`src/rtl/pwm_capture_pkg.sv`:
```
// pwm_capture_pkg: shared widths, state encoding and gate-timing defaults
// for the dead-time PWM capture block and the generator it watches.
`timescale 1ns/1ps
package pwm_capture_pkg;

    localparam int CW = 16;

    typedef logic [CW-1:0] cnt_t;

    // Same dead time the generator inserts between Hi and Lo.
    localparam cnt_t DEAD_MIN_DEF = 16'h00f0;
    localparam cnt_t TIMEOUT_DEF  = 16'hfff0;

    typedef enum logic {
        IDLE = 1'b0,
        MEAS = 1'b1
    } state_e;

    // Counters stick at all-ones rather than wrapping.
    function automatic cnt_t sat_inc(input cnt_t v);
        return (v == '1) ? v : v + 1'b1;
    endfunction

endpackage

```
`src/rtl/pwm_sync_edge.sv`:
```
// pwm_sync_edge: 2-flop synchronizer for one asynchronous gate line plus a
// delay flop; outputs the synced level and single-cycle rise/fall pulses.
// Ports: clk_i, rst_ni (async, active-low), d_i (async line),
//        s_o (synced level), rise_o, fall_o.
`timescale 1ns/1ps
module pwm_sync_edge (
    input  logic clk_i,
    input  logic rst_ni,
    input  logic d_i,
    output logic s_o,
    output logic rise_o,
    output logic fall_o
);

    logic meta_q;
    logic s_q;
    logic d_q;

    always_ff @(posedge clk_i or negedge rst_ni) begin
        if (!rst_ni) begin
            meta_q <= 1'b0;
            s_q    <= 1'b0;
            d_q    <= 1'b0;
        end else begin
            meta_q <= d_i;
            s_q    <= meta_q;
            d_q    <= s_q;
        end
    end

    assign s_o    = s_q;
    assign rise_o = s_q & ~d_q;
    assign fall_o = ~s_q & d_q;

endmodule

```
`src/rtl/pwm_capture.sv`:
```
// pwm_capture: measures period, high-side on-time and both dead-time gaps of
// a complementary gate pair; flags shoot-through, short dead time and stall.
// Ports: CLK, RST_N (async, active-low), Hi_in/Lo_in (async gate lines),
//        Clr (clears sticky flags); Period, HiWidth, DeadRise, DeadFall
//        (16-bit cycle counts), Valid strobe, Shoot/DeadErr/Stall flags.
`timescale 1ns/1ps
module pwm_capture
    import pwm_capture_pkg::*;
#(
    parameter cnt_t DEAD_MIN = DEAD_MIN_DEF,
    parameter cnt_t TIMEOUT  = TIMEOUT_DEF
) (
    input  logic          CLK,
    input  logic          RST_N,
    input  logic          Hi_in,
    input  logic          Lo_in,
    input  logic          Clr,
    output logic [CW-1:0] Period,
    output logic [CW-1:0] HiWidth,
    output logic [CW-1:0] DeadRise,
    output logic [CW-1:0] DeadFall,
    output logic          Valid,
    output logic          Shoot,
    output logic          DeadErr,
    output logic          Stall
);

    logic h_s, h_rise, h_fall;
    logic l_s, l_rise, l_fall;

    pwm_sync_edge u_hi (
        .clk_i  (CLK),
        .rst_ni (RST_N),
        .d_i    (Hi_in),
        .s_o    (h_s),
        .rise_o (h_rise),
        .fall_o (h_fall)
    );

    pwm_sync_edge u_lo (
        .clk_i  (CLK),
        .rst_ni (RST_N),
        .d_i    (Lo_in),
        .s_o    (l_s),
        .rise_o (l_rise),
        .fall_o (l_fall)
    );

    state_e st_q;
    cnt_t   per_cnt_q, hi_cnt_q, dr_cnt_q, df_cnt_q;
    cnt_t   period_q, hiw_q, dr_q, df_q;
    logic   valid_q, shoot_q, derr_q, stall_q;

    // A dead-time counter of zero means "not armed": no matching edge on
    // the other line since the last measurement, so nothing is latched.
    logic both_lo, hr_meas, dr_take, df_take;
    logic derr_set, stall_set, shoot_set;
    cnt_t dr_val, df_val;

    assign both_lo   = ~h_s & ~l_s;
    assign hr_meas   = h_rise & (st_q == MEAS);
    assign dr_val    = l_fall ? '0 : dr_cnt_q;
    assign df_val    = h_fall ? '0 : df_cnt_q;
    assign dr_take   = hr_meas & (l_fall | (dr_cnt_q != '0));
    assign df_take   = l_rise & (st_q == MEAS)
                     & (h_fall | (df_cnt_q != '0));
    assign derr_set  = (dr_take & (dr_val < DEAD_MIN))
                     | (df_take & (df_val < DEAD_MIN));
    assign stall_set = (st_q == MEAS) & ~h_rise
                     & (per_cnt_q >= TIMEOUT);
    assign shoot_set = h_s & l_s;

    always_ff @(posedge CLK or negedge RST_N) begin
        if (!RST_N) begin
            st_q      <= IDLE;
            per_cnt_q <= '0;
            hi_cnt_q  <= '0;
            dr_cnt_q  <= '0;
            df_cnt_q  <= '0;
            period_q  <= '0;
            hiw_q     <= '0;
            dr_q      <= '0;
            df_q      <= '0;
            valid_q   <= 1'b0;
            shoot_q   <= 1'b0;
            derr_q    <= 1'b0;
            stall_q   <= 1'b0;
        end else begin
            valid_q   <= 1'b0;
            per_cnt_q <= sat_inc(per_cnt_q);
            if (h_s) hi_cnt_q <= sat_inc(hi_cnt_q);

            if (l_fall)
                dr_cnt_q <= 16'd1;
            else if (both_lo && dr_cnt_q != '0)
                dr_cnt_q <= sat_inc(dr_cnt_q);

            if (h_fall)
                df_cnt_q <= 16'd1;
            else if (both_lo && df_cnt_q != '0)
                df_cnt_q <= sat_inc(df_cnt_q);

            if (hr_meas) begin
                period_q <= per_cnt_q;
                hiw_q    <= hi_cnt_q;
                valid_q  <= 1'b1;
            end
            if (dr_take) dr_q <= dr_val;
            if (df_take) df_q <= df_val;

            // A Hi rise consumes the low->high gap; a Lo rise the other.
            if (h_rise) begin
                per_cnt_q <= 16'd1;
                hi_cnt_q  <= 16'd1;
                dr_cnt_q  <= '0;
                st_q      <= MEAS;
            end
            if (l_rise) df_cnt_q <= '0;

            if (stall_set) begin
                st_q     <= IDLE;
                dr_cnt_q <= '0;
                df_cnt_q <= '0;
            end

            shoot_q <= shoot_set | (shoot_q & ~Clr);
            derr_q  <= derr_set  | (derr_q  & ~Clr);
            stall_q <= stall_set | (stall_q & ~Clr);
        end
    end

    assign Period   = period_q;
    assign HiWidth  = hiw_q;
    assign DeadRise = dr_q;
    assign DeadFall = df_q;
    assign Valid    = valid_q;
    assign Shoot    = shoot_q;
    assign DeadErr  = derr_q;
    assign Stall    = stall_q;

endmodule

```
`config.mk`:
```
export PLATFORM = sky130hd
export DESIGN_NAME = pwm_capture
export DESIGN_NICKNAME = d
export VERILOG_FILES = /design/src/rtl/pwm_capture_pkg.sv /design/src/rtl/pwm_sync_edge.sv /design/src/rtl/pwm_capture.sv
export SDC_FILE = /design/constraint.sdc
export NUM_CORES = 1
export LEC_CHECK = 0
export CORE_MARGIN = 5
export CORE_UTILIZATION = 35
export DETAILED_ROUTE_END_ITERATION = 6
export PLACE_DENSITY_LB_ADDON = 0.1
export SLEW_MARGIN = 20
export SYNTH_ARGS = -nofsm -noshare
export SYNTH_HDL_FRONTEND = slang
export SYNTH_SLANG_ARGS = --single-unit
```
`constraint.sdc`:
```
create_clock -name CLK -period 2.5 [get_ports CLK]
set_input_delay 0.5 -clock CLK [delete_from_list [all_inputs] [get_ports CLK]]
set_output_delay 0.5 -clock CLK [all_outputs]
set_load 0.1 [all_outputs]
```
==> results of run 1 <==
## metrics by stage
| stage | utilization [%] | area [sq um] |
|---|---|---|
| after global placement | 40.2 | 7240 |
| after floorplan | - | 6420 |
| after global routing | 43.4 | 7830 |
| after CTS | 43.4 | 7830 |
| after detailed placement | 40.2 | 7240 |
| final | 43.4 | 7830 |
## registers in the layout, summed over array words and instances, names as in the netlist, 16 cells and up
signal,cells
DeadFall,16
Period,16
per_cnt_q,16
HiWidth,16
df_cnt_q,16
hi_cnt_q,16
dr_cnt_q,16
DeadRise,16
## worst max-delay path, stage by stage, from the launching register on
cell     delay [ps]
dfrtp_1         490
nand3_1         230
or4_1           770
nand3_1         240
xor2_1          160
nor2_1           50
## worst paths after layout
kind,depth (start not counted),slack (ps),start,end
max in group asynchronous,2,1700,RST_N,Period[5]$_DFFE_PN0P_
hold reg to reg,0,350,u_hi.meta_q$_DFF_PN0_,u_hi.s_o$_DFF_PN0_
hold / removal,1,60,RST_N,DeadRise[7]$_DFFE_PN0P_
min in group CLK,0,350,u_hi.meta_q$_DFF_PN0_,u_hi.s_o$_DFF_PN0_
setup reg to reg,5,420,df_cnt_q[7]$_DFFE_PN0P_,df_cnt_q[7]$_DFFE_PN0P_
setup / recovery,5,420,df_cnt_q[7]$_DFFE_PN0P_,df_cnt_q[7]$_DFFE_PN0P_
## metal layers
metal	track usage (%)	vias up	wire, um
met5	0	-	0
met3	3.77	14	512
li1	-	2519	-
met4	4.52	0	162
met2	24.3	86	7400
met1	20.1	2502	7430
## power by group
part           switching [mW]  internal (mW)  total [mW]
Combinational           0.725          0.212       0.937
Sequential              0.120           2.36        2.48
Clock                    1.02           1.49        2.51
Total                    1.86           4.07        5.93
## final cells by class
class | count | area, sq um | share of cell area (%)
sequential | 139 | 3480 | 44.4
tap | 229 | 287 | 3.66
multi-input combinational | 503 | 2750 | 35.1
timing repair buffer | 88 | 672 | 8.59
clock buffer | 18 | 439 | 5.61
clock inverter | 14 | 146 | 1.87
inverter | 15 | 56.3 | 0.719
## cell families (layout without fill, tap and decap cells)
group	after synthesis	after routing	share of synthesized area, %
compound gates	100	100	9.76
buf+inv	47	135	3.21
simple gates	358	358	26.3
mux	2	2	0.351
xor+xnor	37	37	5.05
fa+ha+maj	6	6	1.17
flops	139	139	54.2
## synthesized netlist by cell type (all sizes together)
| master | instances |
|---|---|
| clkbuf | 17 |
| or4 | 5 |
| o21bai | 2 |
| nor2 | 47 |
| a31oi | 2 |
| xor2 | 29 |
| nand2b | 4 |
| o21ai | 43 |
| ha | 6 |
| and2 | 4 |
| mux2 | 2 |
| a211oi | 1 |
| o2111ai | 4 |
| o211ai | 10 |
| xnor2 | 8 |
| nand4b | 3 |
| inv | 15 |
| buf | 15 |
| and3 | 13 |
| nand4 | 27 |
| a2111oi | 1 |
| nand3 | 26 |
| dfrtp | 139 |
| a311oi | 2 |
| or2 | 2 |
| o21a | 2 |
| nor4b | 2 |
| nor4 | 7 |
| or3 | 13 |
| and4 | 7 |
| a22o | 2 |
| a21oi | 20 |
| nor3 | 7 |
| o31ai | 7 |
| nor2b | 5 |
| a211o | 1 |
| a41oi | 2 |
| nand2 | 186 |
| a21bo | 1 |
==> out/results.md, run 1 <==
| Item | Reported | Unit |
|---|---|---|
| Number of pins with negative max-slew slack in the final report | 0 | - |
| Drt wl/cell | 15.4 | um |
| Die width | 145 | um |
| Worst voltage drop across the vdd grid | 0.552 | mV |
| Endpoint kind of the worst setup timing path | flop | - |
| Min cycle time layout | 2080 | ps |
| Worst Setup Slack, final | 422 | ps |
| Static Leakage | 3.63 | nW |
| Die Footprint | 21200 | sq um |
| Area growth syn-to-layout | 21.9 | % |
| Worst slack after detailed placement | 414 | ps |
| Share of the synthesized area in the top cell type | 54.2 | % |
| Most frequent cells in the layout | nand2_1 (186), dfrtp_1 (139), buf_4 (84) | - |
| Routability-driven placement congestion ratio | 0.811 | - |
| Gr ovfl total | 0 | - |
| Count of unique library cells instantiated by Yosys | 48 | - |
| Routed Wire Length | 15500 | um |
| Number of global-route vias before repair | 5263 | - |
| CTS H-tree lvls | 4 | - |
| CTS resizes | 0 | - |
| Setup Buffers After CTS | 0 | - |
| Result of the run | finished clean | - |
| TritonCTS clock tree | done | - |
| Buffer levels on the longest clock path | 2 | - |
| Largest cells by area after synthesis | dfrtp_1 (54%), nand2_1 (11%), xor2_1 (4.0%), o21ai_0 (3.0%), nor2_1 (2.7%) | - |
| Critical Setup Path Class | flop to flop | - |
| Buffers on Ports | 72 | - |
| Die height | 145 | um |
| Drt drc | 0 | - |
| Post-layout total power | 5.93 | mW |
| Antenna Violating Nets Remaining | 0 | - |
| Placed cells | 974 | - |
| Antenna diode instance count | 0 | - |
| Wire length of the first global-routing pass | 26700 | um |
| Mapped Area | 6420 | sq um |
| Filler-free cell count of the finished design | 1006 | - |
| Number of nets in the synthesized netlist | 700 | - |
| Required time worst endpoint | 2800 | ps |
| Cells after synthesis | 689 | - |
| Arrival time at the worst endpoint | 2370 | ps |
| Ports | 73 | - |
| Unrepaired setup endpoints after global routing | no | - |
| Fill count | 1820 | - |
| Detailed-router iteration count before antenna repair | 5 | - |
| Crit-path max FO | 12 | - |
| Seq cells post-synth | 139 | - |
| Root buffer cell | clkbuf_16 | - |
| Final period utilization | 83.1 | % |
| Worst hold slack across all endpoints | 62.6 | ps |
| GRT Resource Usage Total | 15.1 | % |
| Highest clock frequency the design can meet | 481 | MHz |
| Number of antenna violations at the first check in global routing | 0 | - |
| Clk_lat worst skew | 430 | ps |
| Launching element type of the critical path | flop | - |
| Final setup viols | 0 | - |
| Vias per inst | 5.09 | - |
| P per Cell Area | 758 | nW/um^2 |
| Hold Path Class | input port to asynchronous set/reset pin | - |
| Initial Utilization | 35.6 | % |
| Share of final-layout standard cells stronger than drive strength 1 | 17.4 | % |
| Cell type with the highest aggregate area in the netlist | dfrtp_1 | - |
| Clock Skew | 16.5 | ps |
| Number of DRC violations after detailed-routing iteration 0 | 384 | - |
| Hold buffers post-CTS | 0 | - |
| TritonCTS Buffers | 17 | - |
| Maximum number of pins on one net before global-route repair | 66 | - |
| Sink Count | 139 | - |
| Half-perimeter wire length after placement | 10700 | um |
| Most frequent standard cell in the layout excluding fill and tap cells | nand2_1 | - |
| Synthesis warning total | 0 | - |
| Setup TNS | 0 | ps |
| Area of the core | 18000 | sq um |
| Synthesized area divided by synthesized cell count | 9.32 | sq um |
| Number of maximum-capacitance constraint violations | 0 | - |
| Portion of the post-synthesis area used by sequential elements | 54.2 | % |
| Placement row count | 49 | - |
| Total number of vias | 5121 | - |
| Hold Vio Cnt, Final | 0 | - |
| Tightest Pin Transition | 777 | ps |
| Net total in the final layout | 775 | - |
| Worst slew margin | 46.8 | % |
| CTS clock-pin slew for the worst setup and hold paths | 60 | ps |
Note: power is estimated with default switching activity, not from simulation.
==> run 2: changes to the inputs <==
==> constraint.sdc (replaced) <==
create_clock -name CLK -period 1.8 [get_ports CLK]
set_input_delay 0.36 -clock CLK [delete_from_list [all_inputs] [get_ports CLK]]
set_output_delay 0.36 -clock CLK [all_outputs]
set_load 0.1 [all_outputs]
==> run 2 against run 1 <==
  * The flow now finishes with violations (setup timing)
  * Highest routed layer is now met5
  * Die area did not move
  * Routed wire length rose by 15%
  * Setup slack worse by 520 ps
  * Core utilization up 14 points
  * Sequential share of layout area down 10 points
  * Clock skew fell by 8.6 ps
  * Combinational power grew 100%
  * Critical path depth rose by 3
  * Total power increased by 54%
  * Clock power increased by 49%
  * Critical endpoint is now DeadFall[0]$_DFFE_PN0P_
  * Final cell count is 12% higher
==> out/results.md, run 2 (synthesis results as in run 1) <==
| Item | Reported | Unit | Delta |
|---|---|---|---|
| Placed cells | 1055 | - | +8.3% |
| Met3 Resource Use GR | 4.36 | % | +0.59 points |
| Proportion of power drawn by the clock network | 40.9 | % | -1.4 points |
| Routed Wire Length | 17900 | um | +15% |
| Antenna Violating Nets Remaining | 0 | - | unchanged |
| Final setup viols | 45 | - | +45 |
| Static Leakage | 4.63 | nW | +27% |
| Met2 track demand over resource in global routing | 26.1 | % | +1.8 points |
| Min cycle time layout | 1900 | ps | -178 ps |
| Highest clock frequency the design can meet | 526 | MHz | +9.4% |
| Area growth syn-to-layout | 59.8 | % |  |
| Violations in the final reports | setup timing | - |  |
| TritonCTS Buffers | 17 | - | unchanged |
| GR peak layer | met2 | - |  |
| Initial Utilization | 35.6 | % | unchanged |
| Internal | 6.36 | mW | +56% |
| Final period utilization | 106 | % | +22 points |
| Die width | 145 | um | unchanged |
| Portion of total power attributed to sequential cells | 38.1 | % | -3.8 points |
| Worst voltage drop across the vdd grid | 1.04 | mV | +89% |
| Endpoint kind of the worst setup timing path | flop | - |  |
| Sw Pwr | 2.77 | mW | +49% |
| Hold Vio Cnt, Final | 0 | - | unchanged |
| Crit-path max FO | 8 | - | -4 |
| Clk_lat worst skew | 430 | ps | about the same |
| Die height | 145 | um | unchanged |
| GRT Resource Usage Total | 15.9 | % | +0.84 points |
| Number of instances on the worst hold path | 0 | - |  |
| Cells along the critical path | buf_6 > nor4_4 > buf_4 > nand4_1 > o21bai_4 > clkbuf_16 > nand2_2 > o31ai_2 | - |  |
| Launching element type of the critical path | flop | - |  |
| CTS H-tree lvls | 4 | - | unchanged |
| P per Cell Area | 889 | nW/um^2 | +17% |
| CTS clock-pin slew for the worst setup and hold paths | 60 | ps | about the same |
| Post-layout total power | 9.13 | mW | +54% |
| Maximum single-stage delay on the critical path | 400 | ps | -370 ps |
| Clock Skew | 7.86 | ps | -8.64 ps |
| Wire length of the first global-routing pass | 28100 | um | +5.3% |
| Die Footprint | 21200 | sq um | unchanged |
| Share of final-layout standard cells stronger than drive strength 1 | 36.9 | % | +19 points |
| Worst hold slack across all endpoints | 353 | ps | +290 ps |
| Number of maximum-capacitance constraint violations | 0 | - | unchanged |
| Result of the run | finished, violations left | - |  |
| Part of the power in combinational logic | 21.1 | % | +5.3 points |
| Filler-free cell count of the finished design | 1124 | - | +12% |
| Placement row count | 49 | - | unchanged |
| Fraction of power spent switching nets | 30.3 | % | -1.1 points |
| Worst Setup Slack, final | -100 | ps | -522 ps |
| Required time worst endpoint | 2140 | ps | -660 ps |
| Detailed-router iteration count before antenna repair | 4 | - | -1 |
| Setup TNS | -1790 | ps | -1790 ps |
| Tightest Pin Transition | 559 | ps | -218 ps |
| Buffers on Ports | 72 | - | unchanged |
| Worst slew margin | 62.7 | % | +16 points |
| Maximum number of pins on one net before global-route repair | 55 | - | -17% |
| Sink Count | 139 | - | unchanged |
| Most frequent cells in the layout | nand2_1 (164), dfrtp_1 (135), buf_4 (110) | - |  |
| Number of pins with negative max-slew slack in the final report | 0 | - | unchanged |
| Net total in the final layout | 893 | - | +15% |
| Drt wl/cell | 15.9 | um | +3.4% |
| Most frequent standard cell in the layout excluding fill and tap cells | nand2_1 | - |  |
| Antenna diode instance count | 0 | - | unchanged |
| TritonCTS clock tree | done | - |  |
| Global routing met1 resource utilization | 20.3 | % | +0.21 points |
| Critical Setup Path Class | flop to flop | - |  |
| Area of the core | 18000 | sq um | unchanged |
| Ports | 73 | - | unchanged |
| Critical path's slowest cell | dfrtp_1 | - |  |
| Hold Path Class | flop to flop | - |  |
| Routability-driven placement congestion ratio | 0.856 | - | +5.5% |
| Root buffer cell | clkbuf_16 | - |  |
| FF-to-FF path depth | 8 | - | +3 |
| Gr ovfl total | 0 | - | unchanged |
| Buffer levels on the longest clock path | 2 | - | unchanged |
| Arrival time at the worst endpoint | 2240 | ps | -130 ps |
| Half-perimeter wire length after placement | 11600 | um | +8.4% |
| Unrepaired setup endpoints after global routing | yes | - |  |
| Drt drc | 0 | - | unchanged |
| Number of global-route vias before repair | 5718 | - | +8.6% |
| Number of DRC violations after detailed-routing iteration 0 | 302 | - | -21% |
| Total number of vias | 5685 | - | +11% |
| Number of antenna violations at the first check in global routing | 1 | - | +1 |
| Vias per inst | 5.06 | - | -0.64% |
-- run 2: layer usage --
metal	vias to the layer above	part of all wire [%]
met3	18	3.8
met2	104	51
li1	2773	-
met4	2	1.0
met5	-	0.073
met1	2788	44
-- run 2: worst paths after layout --
kind,start,endpoint,slack (ps)
max reg2reg,df_cnt_q[10]$_DFFE_PN0P_,DeadFall[0]$_DFFE_PN0P_,-100
max in group asynchronous,RST_N,df_cnt_q[11]$_DFFE_PN0P_,830
max,df_cnt_q[10]$_DFFE_PN0P_,DeadFall[0]$_DFFE_PN0P_,-100
min reg2reg,u_lo.meta_q$_DFF_PN0_,u_lo.s_o$_DFF_PN0_,350
min,u_lo.meta_q$_DFF_PN0_,u_lo.s_o$_DFF_PN0_,350
min in group asynchronous,RST_N,DeadRise[2]$_DFFE_PN0P_,360
-- run 2: what timing repair did --
action | in CTS | in global routing
gates resized for setup | 10 | 135
hold buffers | 1 | 0
pin swaps | 10 | 52
endpoints found under the setup margin | 53 | 75
gates cloned | 1 | 6
endpoints found under the hold margin | 20 | 0
buffers inserted | 6 | 24
-- run 2: through the flow --
stage	cell area, sq um	util [%]	setup WS [ps]
2_1_floorplan	6440	-	9.24
3_3_place_gp	8790	48.7	-75.6
3_5_place_dp	8790	48.7	-88.5
4_1_cts	9530	52.9	-43.2
5_1_grt	10300	56.9	-213
6_report	10300	56.9	-100
-- run 2: worst max-delay path, delay by kind of cell (launching register included) --
family                 cells  cell delay (ps)
AOI/OAI and AO/OA          2              380
and+or+nand+nor            3              490
DFF                        1              400
buffers and inverters      3              530
-- run 2: area by class of cell --
| cell class | count | area (sq um) |
|---|---|---|
| Fill cell | 1540 | 7760 |
| Sequential cell | 139 | 3480 |
| Multi-Input combinational cell | 504 | 3230 |
| Timing Repair Buffer | 205 | 2580 |
| Clock buffer | 18 | 429 |
| Tap cell | 229 | 287 |
| Clock inverter | 14 | 195 |
| Inverter | 15 | 56.3 |
-- run 2: power by group through the flow --
stage | registers, mW | clock network (mW) | logic, mW
global placement | 3.52 | 0 | 1.65
floorplan | 4.05 | 0 | 0.387
finish | 3.48 | 3.73 | 1.92
global route | 3.50 | 3.95 | 2.04
CTS | 3.47 | 3.80 | 1.72
detailed placement | 3.53 | 0 | 1.67
